<file path="src/rtl/muldiv_seq.sv">
// Iterative UMULL/SMULL/UDIV sequencer: 32-step shift-add or restoring-divide
// loop followed by register-file writeback sequencing (RdLo, then RdHi).
module muldiv_seq #(
  parameter int unsigned WIDTH = 32
) (
  input  logic             clk,
  input  logic             reset,
  input  logic             start,
  input  logic [1:0]       op,
  input  logic [WIDTH-1:0] srca,
  input  logic [WIDTH-1:0] srcb,
  input  logic             abort,
  output logic             busy,
  output logic             wr_lo,
  output logic             wr_hi,
  output logic [WIDTH-1:0] result,
  output logic             done,
  output logic             flag_n,
  output logic             flag_z,
  output logic             div_zero
);

  localparam int unsigned CW = $clog2(WIDTH);
  localparam int unsigned AW = 2 * WIDTH;

  localparam logic [2:0] S_IDLE = 3'd0;
  localparam logic [2:0] S_MUL  = 3'd1;
  localparam logic [2:0] S_DIV  = 3'd2;
  localparam logic [2:0] S_WBLO = 3'd3;
  localparam logic [2:0] S_WBHI = 3'd4;

  logic [2:0]       r_state, w_state_nxt;
  logic [CW-1:0]    r_cnt, w_cnt_nxt;
  logic [AW-1:0]    r_acc, w_acc_nxt;
  logic [WIDTH-1:0] r_opb, w_opb_nxt;
  logic             r_neg, w_neg_nxt;
  logic             r_is_div, w_is_div_nxt;
  logic             r_busy, w_busy_nxt;
  logic             r_wr_lo, w_wr_lo_nxt;
  logic             r_wr_hi, w_wr_hi_nxt;
  logic             r_done, w_done_nxt;
  logic             r_flag_n, w_flag_n_nxt;
  logic             r_flag_z, w_flag_z_nxt;
  logic             r_div_zero, w_div_zero_nxt;
  logic [WIDTH-1:0] r_result, w_result_nxt;

  // Operand magnitudes; only SMULL (op[0]=1 with op[1]=0) takes absolute values
  logic [WIDTH-1:0] w_abs_a, w_abs_b;
  assign w_abs_a = (op[0] && srca[WIDTH-1]) ? (-srca) : srca;
  assign w_abs_b = (op[0] && srcb[WIDTH-1]) ? (-srcb) : srcb;

  // Shift-add step: acc = {partial product hi, multiplier bits remaining}
  logic [WIDTH:0]   w_add;
  logic [AW-1:0]    w_mul_step, w_mul_final;
  assign w_add       = {1'b0, r_acc[AW-1:WIDTH]} + (r_acc[0] ? {1'b0, r_opb} : (WIDTH+1)'(0));
  assign w_mul_step  = {w_add, r_acc[WIDTH-1:1]};
  assign w_mul_final = r_neg ? (-w_mul_step) : w_mul_step;

  // Restoring-divide step: acc = {remainder, dividend shifting into quotient}
  logic [WIDTH:0]   w_rem_sh, w_diff;
  logic [AW-1:0]    w_div_step;
  assign w_rem_sh   = {r_acc[AW-1:WIDTH], r_acc[WIDTH-1]};
  assign w_diff     = w_rem_sh - {1'b0, r_opb};
  assign w_div_step = (!w_diff[WIDTH]) ? {w_diff[WIDTH-1:0], r_acc[WIDTH-2:0], 1'b1}
                                       : {w_rem_sh[WIDTH-1:0], r_acc[WIDTH-2:0], 1'b0};

  always_ff @(posedge clk or negedge reset) begin
    if (!reset) begin
      r_state    <= S_IDLE;
      r_cnt      <= '0;
      r_acc      <= '0;
      r_opb      <= '0;
      r_neg      <= 1'b0;
      r_is_div   <= 1'b0;
      r_busy     <= 1'b0;
      r_wr_lo    <= 1'b0;
      r_wr_hi    <= 1'b0;
      r_done     <= 1'b0;
      r_flag_n   <= 1'b0;
      r_flag_z   <= 1'b0;
      r_div_zero <= 1'b0;
      r_result   <= '0;
    end else begin
      r_state    <= w_state_nxt;
      r_cnt      <= w_cnt_nxt;
      r_acc      <= w_acc_nxt;
      r_opb      <= w_opb_nxt;
      r_neg      <= w_neg_nxt;
      r_is_div   <= w_is_div_nxt;
      r_busy     <= w_busy_nxt;
      r_wr_lo    <= w_wr_lo_nxt;
      r_wr_hi    <= w_wr_hi_nxt;
      r_done     <= w_done_nxt;
      r_flag_n   <= w_flag_n_nxt;
      r_flag_z   <= w_flag_z_nxt;
      r_div_zero <= w_div_zero_nxt;
      r_result   <= w_result_nxt;
    end
  end

  always_comb begin
    w_state_nxt    = r_state;
    w_cnt_nxt      = r_cnt;
    w_acc_nxt      = r_acc;
    w_opb_nxt      = r_opb;
    w_neg_nxt      = r_neg;
    w_is_div_nxt   = r_is_div;
    w_wr_lo_nxt    = 1'b0;
    w_wr_hi_nxt    = 1'b0;
    w_done_nxt     = 1'b0;
    w_div_zero_nxt = 1'b0;
    w_flag_n_nxt   = r_flag_n;
    w_flag_z_nxt   = r_flag_z;
    w_result_nxt   = '0;

    case (r_state)
      S_IDLE: begin
        if (start && !abort) begin
          w_cnt_nxt = '0;
          if (!op[1]) begin
            w_state_nxt  = S_MUL;
            w_is_div_nxt = 1'b0;
            w_acc_nxt    = {{WIDTH{1'b0}}, w_abs_b};
            w_opb_nxt    = w_abs_a;
            w_neg_nxt    = op[0] & (srca[WIDTH-1] ^ srcb[WIDTH-1]);
          end else if (srcb != '0) begin
            w_state_nxt  = S_DIV;
            w_is_div_nxt = 1'b1;
            w_acc_nxt    = {{WIDTH{1'b0}}, srca};
            w_opb_nxt    = srcb;
            w_neg_nxt    = 1'b0;
          end else begin
            // Divide by zero: quotient all-ones, remainder = dividend
            w_state_nxt    = S_WBLO;
            w_is_div_nxt   = 1'b1;
            w_acc_nxt      = {srca, {WIDTH{1'b1}}};
            w_opb_nxt      = srcb;
            w_neg_nxt      = 1'b0;
            w_wr_lo_nxt    = 1'b1;
            w_done_nxt     = 1'b1;
            w_div_zero_nxt = 1'b1;
            w_result_nxt   = {WIDTH{1'b1}};
            w_flag_n_nxt   = 1'b1;
            w_flag_z_nxt   = 1'b0;
          end
        end
      end
      S_MUL: begin
        w_acc_nxt = w_mul_step;
        w_cnt_nxt = r_cnt + CW'(1);
        if (r_cnt == CW'(WIDTH - 1)) begin
          w_acc_nxt    = w_mul_final;
          w_state_nxt  = S_WBLO;
          w_wr_lo_nxt  = 1'b1;
          w_result_nxt = w_mul_final[WIDTH-1:0];
          w_flag_n_nxt = w_mul_final[AW-1];
          w_flag_z_nxt = (w_mul_final == '0);
        end
      end
      S_DIV: begin
        w_acc_nxt = w_div_step;
        w_cnt_nxt = r_cnt + CW'(1);
        if (r_cnt == CW'(WIDTH - 1)) begin
          w_state_nxt  = S_WBLO;
          w_wr_lo_nxt  = 1'b1;
          w_done_nxt   = 1'b1;
          w_result_nxt = w_div_step[WIDTH-1:0];
          w_flag_n_nxt = w_div_step[WIDTH-1];
          w_flag_z_nxt = (w_div_step[WIDTH-1:0] == '0);
        end
      end
      S_WBLO: begin
        if (r_is_div) begin
          w_state_nxt = S_IDLE;
        end else begin
          w_state_nxt  = S_WBHI;
          w_wr_hi_nxt  = 1'b1;
          w_done_nxt   = 1'b1;
          w_result_nxt = r_acc[AW-1:WIDTH];
        end
      end
      S_WBHI:  w_state_nxt = S_IDLE;
      default: w_state_nxt = S_IDLE;
    endcase

    // Flush wins over every transition and suppresses any pending writeback
    if (abort && (r_state != S_IDLE)) begin
      w_state_nxt    = S_IDLE;
      w_wr_lo_nxt    = 1'b0;
      w_wr_hi_nxt    = 1'b0;
      w_done_nxt     = 1'b0;
      w_div_zero_nxt = 1'b0;
      w_result_nxt   = '0;
      w_flag_n_nxt   = r_flag_n;
      w_flag_z_nxt   = r_flag_z;
    end

    w_busy_nxt = (w_state_nxt != S_IDLE);
  end

  assign busy     = r_busy;
  assign wr_lo    = r_wr_lo;
  assign wr_hi    = r_wr_hi;
  assign result   = r_result;
  assign done     = r_done;
  assign flag_n   = r_flag_n;
  assign flag_z   = r_flag_z;
  assign div_zero = r_div_zero;

endmodule

</file>
<file path="config.mk">
export PLATFORM = sky130hd
export DESIGN_NAME = muldiv_seq
export DESIGN_NICKNAME = d
export VERILOG_FILES = /design/src/rtl/muldiv_seq.sv
export SDC_FILE = /design/constraint.sdc
export NUM_CORES = 1
export LEC_CHECK = 0
export BUFFER_PORTS_ARGS = -buffer_cell sky130_fd_sc_hd__buf_2
export CORE_MARGIN = 2
export CORE_UTILIZATION = 46
export CTS_BUF_LIST = sky130_fd_sc_hd__clkbuf_4 sky130_fd_sc_hd__clkbuf_8
export CTS_CLUSTER_SIZE = 8
export DETAILED_ROUTE_END_ITERATION = 12
export PLACE_DENSITY_LB_ADDON = 0.05
export SYNTH_ARGS = -nofsm -noshare
export SYNTH_HDL_FRONTEND = slang
export SYNTH_SLANG_ARGS = --single-unit
export TNS_END_PERCENT = 50
</file>
<file path="constraint.sdc">
create_clock -name clk -period 5.2 [get_ports clk]
set_input_delay 0.78 -clock clk [delete_from_list [all_inputs] [get_ports clk]]
set_output_delay 0.78 -clock clk [all_outputs]
set_load 0.02 [all_outputs]
</file>
# Yosys cells after proc, flatten, opt, wreduce, memory -nomap -nowiden
# Cells that the tools add are included.
# totals
register_bits	145
inputBits	70
out_inout_bits	39
# classes
add_sub_neg	6
n_eq_ne	9
mux	55
n_bitwise	3
n_reduce_logical	18
# ops
cell	n
$mux W64	6
$mux W32	11
$pmux W64 S3	1
$pmux W32 S4	1
$logic_not A64 Y1	1
$neg A32 Y32	2
$neg A64 Y64	1
$add A32 B32 Y33	1
$sub A33 B32 Y33	1
$logic_not A32 Y1	1
$reduce_bool A32 Y1	1
$mux W1	24
$mux W3	4
$ne A2 B2 Y1 const B	5
$pmux W5 S2	1
$pmux W1 S3	3
$pmux W3 S3	1
$reduce_bool A3 Y1	3
$reduce_and A7 Y1	1
$eq A3 B2 Y1 const B	2
$reduce_and A2 Y1	3
$add A5 B1 Y5 const B	1
$eq A5 B5 Y1 const B	1
$mux W5	1
other kinds (11)	14

# Longest topological paths before layout
# depth
word_depth	7
depth_mapped	18
mapped_depth_nobuf	15

# Worst setup path after synthesis
# No wires, ideal clock.
# synth_path
kind	reg2reg
startpoint	reg r_acc[0]
endpoint	reg r_flag_z, in the netlist flag_z
setup_ns	0.092
t_arrival_ns	5.038
required_time_ns	5.108
slack_ns	0.071
path_stages_with_launch	19
n_path_buf	3
synth_period_minus_slack_ns	5.129
cell_sequence	dfrtp_1 -> clkbuf_1 -> clkbuf_1 -> and2_1 -> ha_1 -> fa_1 -> a21o_1 -> a22o_1 -> o21a_1 -> o22a_1 -> clkbuf_1 -> or3_2 -> nor4_1 -> nand2_1 -> o41ai_1 -> mux2_2 -> a211o_1 -> or4_1 -> o31ai_2
# synth_via
elab_chain_len	7
elab_cells_between_ends	10
cone_classes	add/sub (2); mux (6); reduce/logical (2)
# synth_lines
item	line	rtl
start, declared	34	logic [AW-1:0] r_acc, w_acc_nxt;
start signal, assigned	86	r_acc <= w_acc_nxt;
$mux W32	55	assign w_add = {1'b0, r_acc[AW-1:WIDTH]} + (r_acc[0] ? {1'b0, r_opb} : (WIDTH+1)'(0));
$add A32 B32 Y33	55	
$neg A64 Y64	57	assign w_mul_final = r_neg ? (-w_mul_step) : w_mul_step;
$mux W64	57	
$logic_not A64 Y1	157	w_flag_z_nxt = (w_mul_final == '0);
$mux W1	151	if (r_cnt == CW'(WIDTH - 1)) begin
$pmux W1 S3 (*)	116	case (r_state)
end signal, assigned	95	r_flag_z <= w_flag_z_nxt;
end, declared	43	logic r_flag_z, w_flag_z_nxt;
# Mark *: on every way between the ends. The rest lies on a longest branch, timed or not. The select of a mux whose other input is x is not followed.
# A chain may end at the register's enable or synchronous reset.

# Worst setup path after layout
# Same ends and word-level chain as after synthesis.

==> impl_metrics.ini <==
[floorplan]
start_util_pct = 46.40
io_pins = 109
die-area_um2 = 35140
rows = 67
chipWidth_um = 187.5
chipHeight_um = 187.5
core_um2 = 33360

[place]
dp_hpwl_um = 50800
dp.cells = 2548
place_congestion = 0.9619
placed_area_um2 = 17010
io_buffer_count = 108

[power_and_ir_drop]
seqPwrFrac_pct = 21.1
peakVddDrop_mv = 0.2850
p_per_area_nw_per_um2 = 465.4
p_sw_share_pct = 50.81
leakagePower_nw = 7.361
p_int_mw = 4.014
combPwrFrac_pct = 66.2
p_switching_mw = 4.146
pwr-share-clk_pct = 12.6

[setup_path]
worstPathCellList = and2_1 > ha_1 > fa_1 > or2_2 > nor2_1 > nand2_1 > or4_4 > nor3_4 > or4b_4 > or3_4 > o21a_1 > o32ai_1 > nand4_1 > or4_1 > o31ai_2
crit_path_end_kind = flop
reg2regPathDepth = 15
path_max_fanout = 8
crit_start = r_acc[0]
critical_path_buf_inv_count = 0
critPathArrivalTime_ps = 5450
crit_family = simple AND/OR/NAND/NOR gates
rr_endpoint = flag_z
critPathKind = flop to flop
reg2reg_from = r_acc[0]
critPathSlowestCell = or4_4
cpPeakStageDelay_ps = 560
crit_required_ps = 5630
setup.worst_path.end = flag_z
crit_path_start_kind = flop
r2r_slack_ps = 170
worstSetupPathDepth = 15

[route]
first_pass_iters = 9
vias_per_cell = 6.579
drtAntennaViolNets = 0
wl_um = 66260
drt_iter0_markers = 2056
drcViolationCount = 0
wl_per_cell_um = 25.68
via_count = 16980

[global_routing]
grt_pass1_vias = 15780
grt_pass1_wl_um = 99330
grt.overflow.total = 0
antenna_found_initial = 1
grt_usage_pct = 37.29
grt_max_degree = 87

[clock_tree]
clk_pin_slew_worst_paths_ps = 110
cts.sinks = 145
clock_latency_ps = 510
cts_buffers = 17
cts-root-buf = clkbuf_8
htree_levels = 4
hold_buffers = 0
clk_path_buf_depth = 2
tritoncts = yes

[hold_path]
hold_class = primary input to asynchronous set/reset pin

[timing]
period_needed_ps = 5027
finalHoldViolations = 0
timing.fmax_mhz = 198.9
fin_worst_skew_ps = 24.92
tightest_slew_ps = 1157
slew_viol_final = 0
slew_headroom_pct = 22.71
rsz0062_at_grt = false
setup_viol = 0
post-route-period-util_pct = 96.67

[logic_synthesis]
synthFlopType = dfrtp_1
synth_seq_cells = 145
yosys_warnings = 0
avgSynthCellArea_um2 = 7.741
syn_inst = 2000
synth_edf_count = 0
synth_cell_types = 98
seq_area_frac_synth_pct = 23.44
syn_area_um2 = 15480
syn_nets = 2142
async_flop_share_pct = 100.0

[job]
drv_cap = 0

[layout]
finalInstanceArea_um2 = 17530
regArea_um2 = 3630
n_fill_cell = 3323
synthToLayoutAreaGrowth_pct = 13.25
finalNonFillerCells = 2580
diodes = 0
multiInputGateArea_um2 = 11050
drive_gt1_share_pct = 16.89
fin_util_pct = 52.55
nets = 2261

[run_status]
status = complete, no violations
-- per-stage QoR --
step	hold WS [ps]	power (mW)	setup WS, ps	setup TNS, ps
after floorplan	453.6	5.085	70.67	0
after global placement	490.4	6.905	-102.1	-102.1
after detailed placement	496.4	6.936	-247.7	-498.1
after CTS	365.1	7.981	22.51	0
after global routing	385.9	8.661	1.365	0
final	336.0	8.160	172.9	0
-- worst min-delay path by stage --
stage                     depth (start not counted)     start  slack [ps]          to
after global routing                              1     reset         390   result[9]
after detailed placement                          1  r_cnt[4]         500    r_cnt[4]
final                                             1     reset         340   result[9]
after CTS                                         1     reset         370   result[9]
after global placement                            1  r_cnt[4]         490    r_cnt[4]
after floorplan                                   1  r_is_div         450  r_state[2]
-- flip-flops by register name, summed over array words and instances (netlist names), 3 cells and up --
register and count:
r_acc 64, r_cnt 5, result 32, r_opb 32, r_state 3
-- timing repair --
action / 4_1_cts / 5_1_grt
buffers inserted: 0 / 0
resized for setup: 2 / 18
endpoints found under the setup margin: 4 / 4
-- power groups by stage --
| stage | combinational, mW | sequential [mW] | clock (mW) |
|---|---|---|---|
| after floorplan | 3.55 | 1.53 | 0 |
| after global placement | 5.19 | 1.72 | 0 |
| after detailed placement | 5.22 | 1.72 | 0 |
| after CTS | 5.24 | 1.70 | 1.04 |
| after global routing | 5.84 | 1.74 | 1.09 |
| final | 5.41 | 1.72 | 1.03 |
-- worst reg2reg max path, stage by stage, from the launching register on --
cell,delay [ps]
dfrtp_1,490
and2_1,180
ha_1,210
fa_1,510
or2_2,350
nor2_1,100
nand2_1,110
or4_4,560
nor3_4,270
or4b_4,560
or3_4,370
o21a_1,180
o32ai_1,310
nand4_1,130
or4_1,440
o31ai_2,180
-- metal layers --
metal	vias to the layer above	track usage (%)	share of wire, %
met5	-	0	0.014
met4	2	15.17	4.1
met3	119	7.298	9.4
met2	901	57.49	44
met1	8267	51.20	43
li1	7686	-	-
-- synthesized netlist by cell type, types with 8 or more instances --
master	number	area (µm²)
nor2b_1	13	81.33
nand4_1	17	106.4
o22ai_1	15	93.84
and2_1	44	275.3
mux2i_1	33	330.3
nand2b_1	21	131.4
a211oi_1	14	105.1
mux2_2	8	90.09
and3_1	16	100.1
a22oi_1	20	150.1
or4_1	14	105.1
o41ai_1	12	105.1
nor3_1	37	185.2
xor2_1	73	639.4
a221oi_1	63	551.8
clkbuf_1	119	446.7
a222oi_1	11	110.1
a221o_1	9	90.09
nor2_1	166	623.1
or3_1	21	131.4
o211ai_1	17	127.6
o221ai_1	29	254.0
o21ai_0	159	795.8
a21oi_1	128	640.6
a21o_1	25	187.7
xnor2_1	99	867.1
nand3_1	37	185.2
nand2_1	192	720.7
o31ai_1	24	180.2
o21a_1	41	307.8
buf_1	10	37.54
dfrtp_1	145	3628
a31oi_1	36	225.2
ha_1	70	875.8
nor4_1	28	175.2
or2_2	14	87.58
inv_1	66	247.7
-- logic make-up (layout without fill, tap and decap cells) --
kind of cell / after synthesis / in the layout / synth area share [%]
AO/OA/AOI/OAI: 689 / 689 / 30.51
XOR/XNOR: 172 / 172 / 9.731
adder cells (fa/ha/maj): 72 / 72 / 5.916
buffers and inverters: 216 / 348 / 6.062
flip-flops: 145 / 145 / 23.44
multiplexers: 41 / 41 / 2.716
AND/OR/NAND/NOR: 665 / 665 / 21.63
-- layout by cell type, fill, tap and decap left out, types with 19 or more instances in the layout --
cell / n
nand2_1: 191
nor2_1: 166
o21ai_0: 156
dfrtp_1: 144
buf_4: 142
a21oi_1: 127
buf_2: 106
xnor2_1: 99
xor2_1: 73
ha_1: 69
inv_1: 66
a221oi_1: 63
and2_1: 44
o21a_1: 40
nand3_1: 37
a31oi_1: 36
nor3_1: 34
mux2i_1: 33
o221ai_1: 29
nor4_1: 26
a21o_1: 25
o31ai_1: 24
nand2b_1: 21
a22oi_1: 20
or3_1: 19
-- layout make-up --
type | count | share of cell area, %
clock buffers | 18 | 1.377
repair buffers | 250 | 9.284
inverters | 66 | 1.413
clock inverters | 14 | 1.028
well taps | 448 | 3.197
flip-flops and latches | 145 | 20.70
multi-input cells | 1639 | 63.00
No activity file was read; power rests on OpenSTA's default activity.
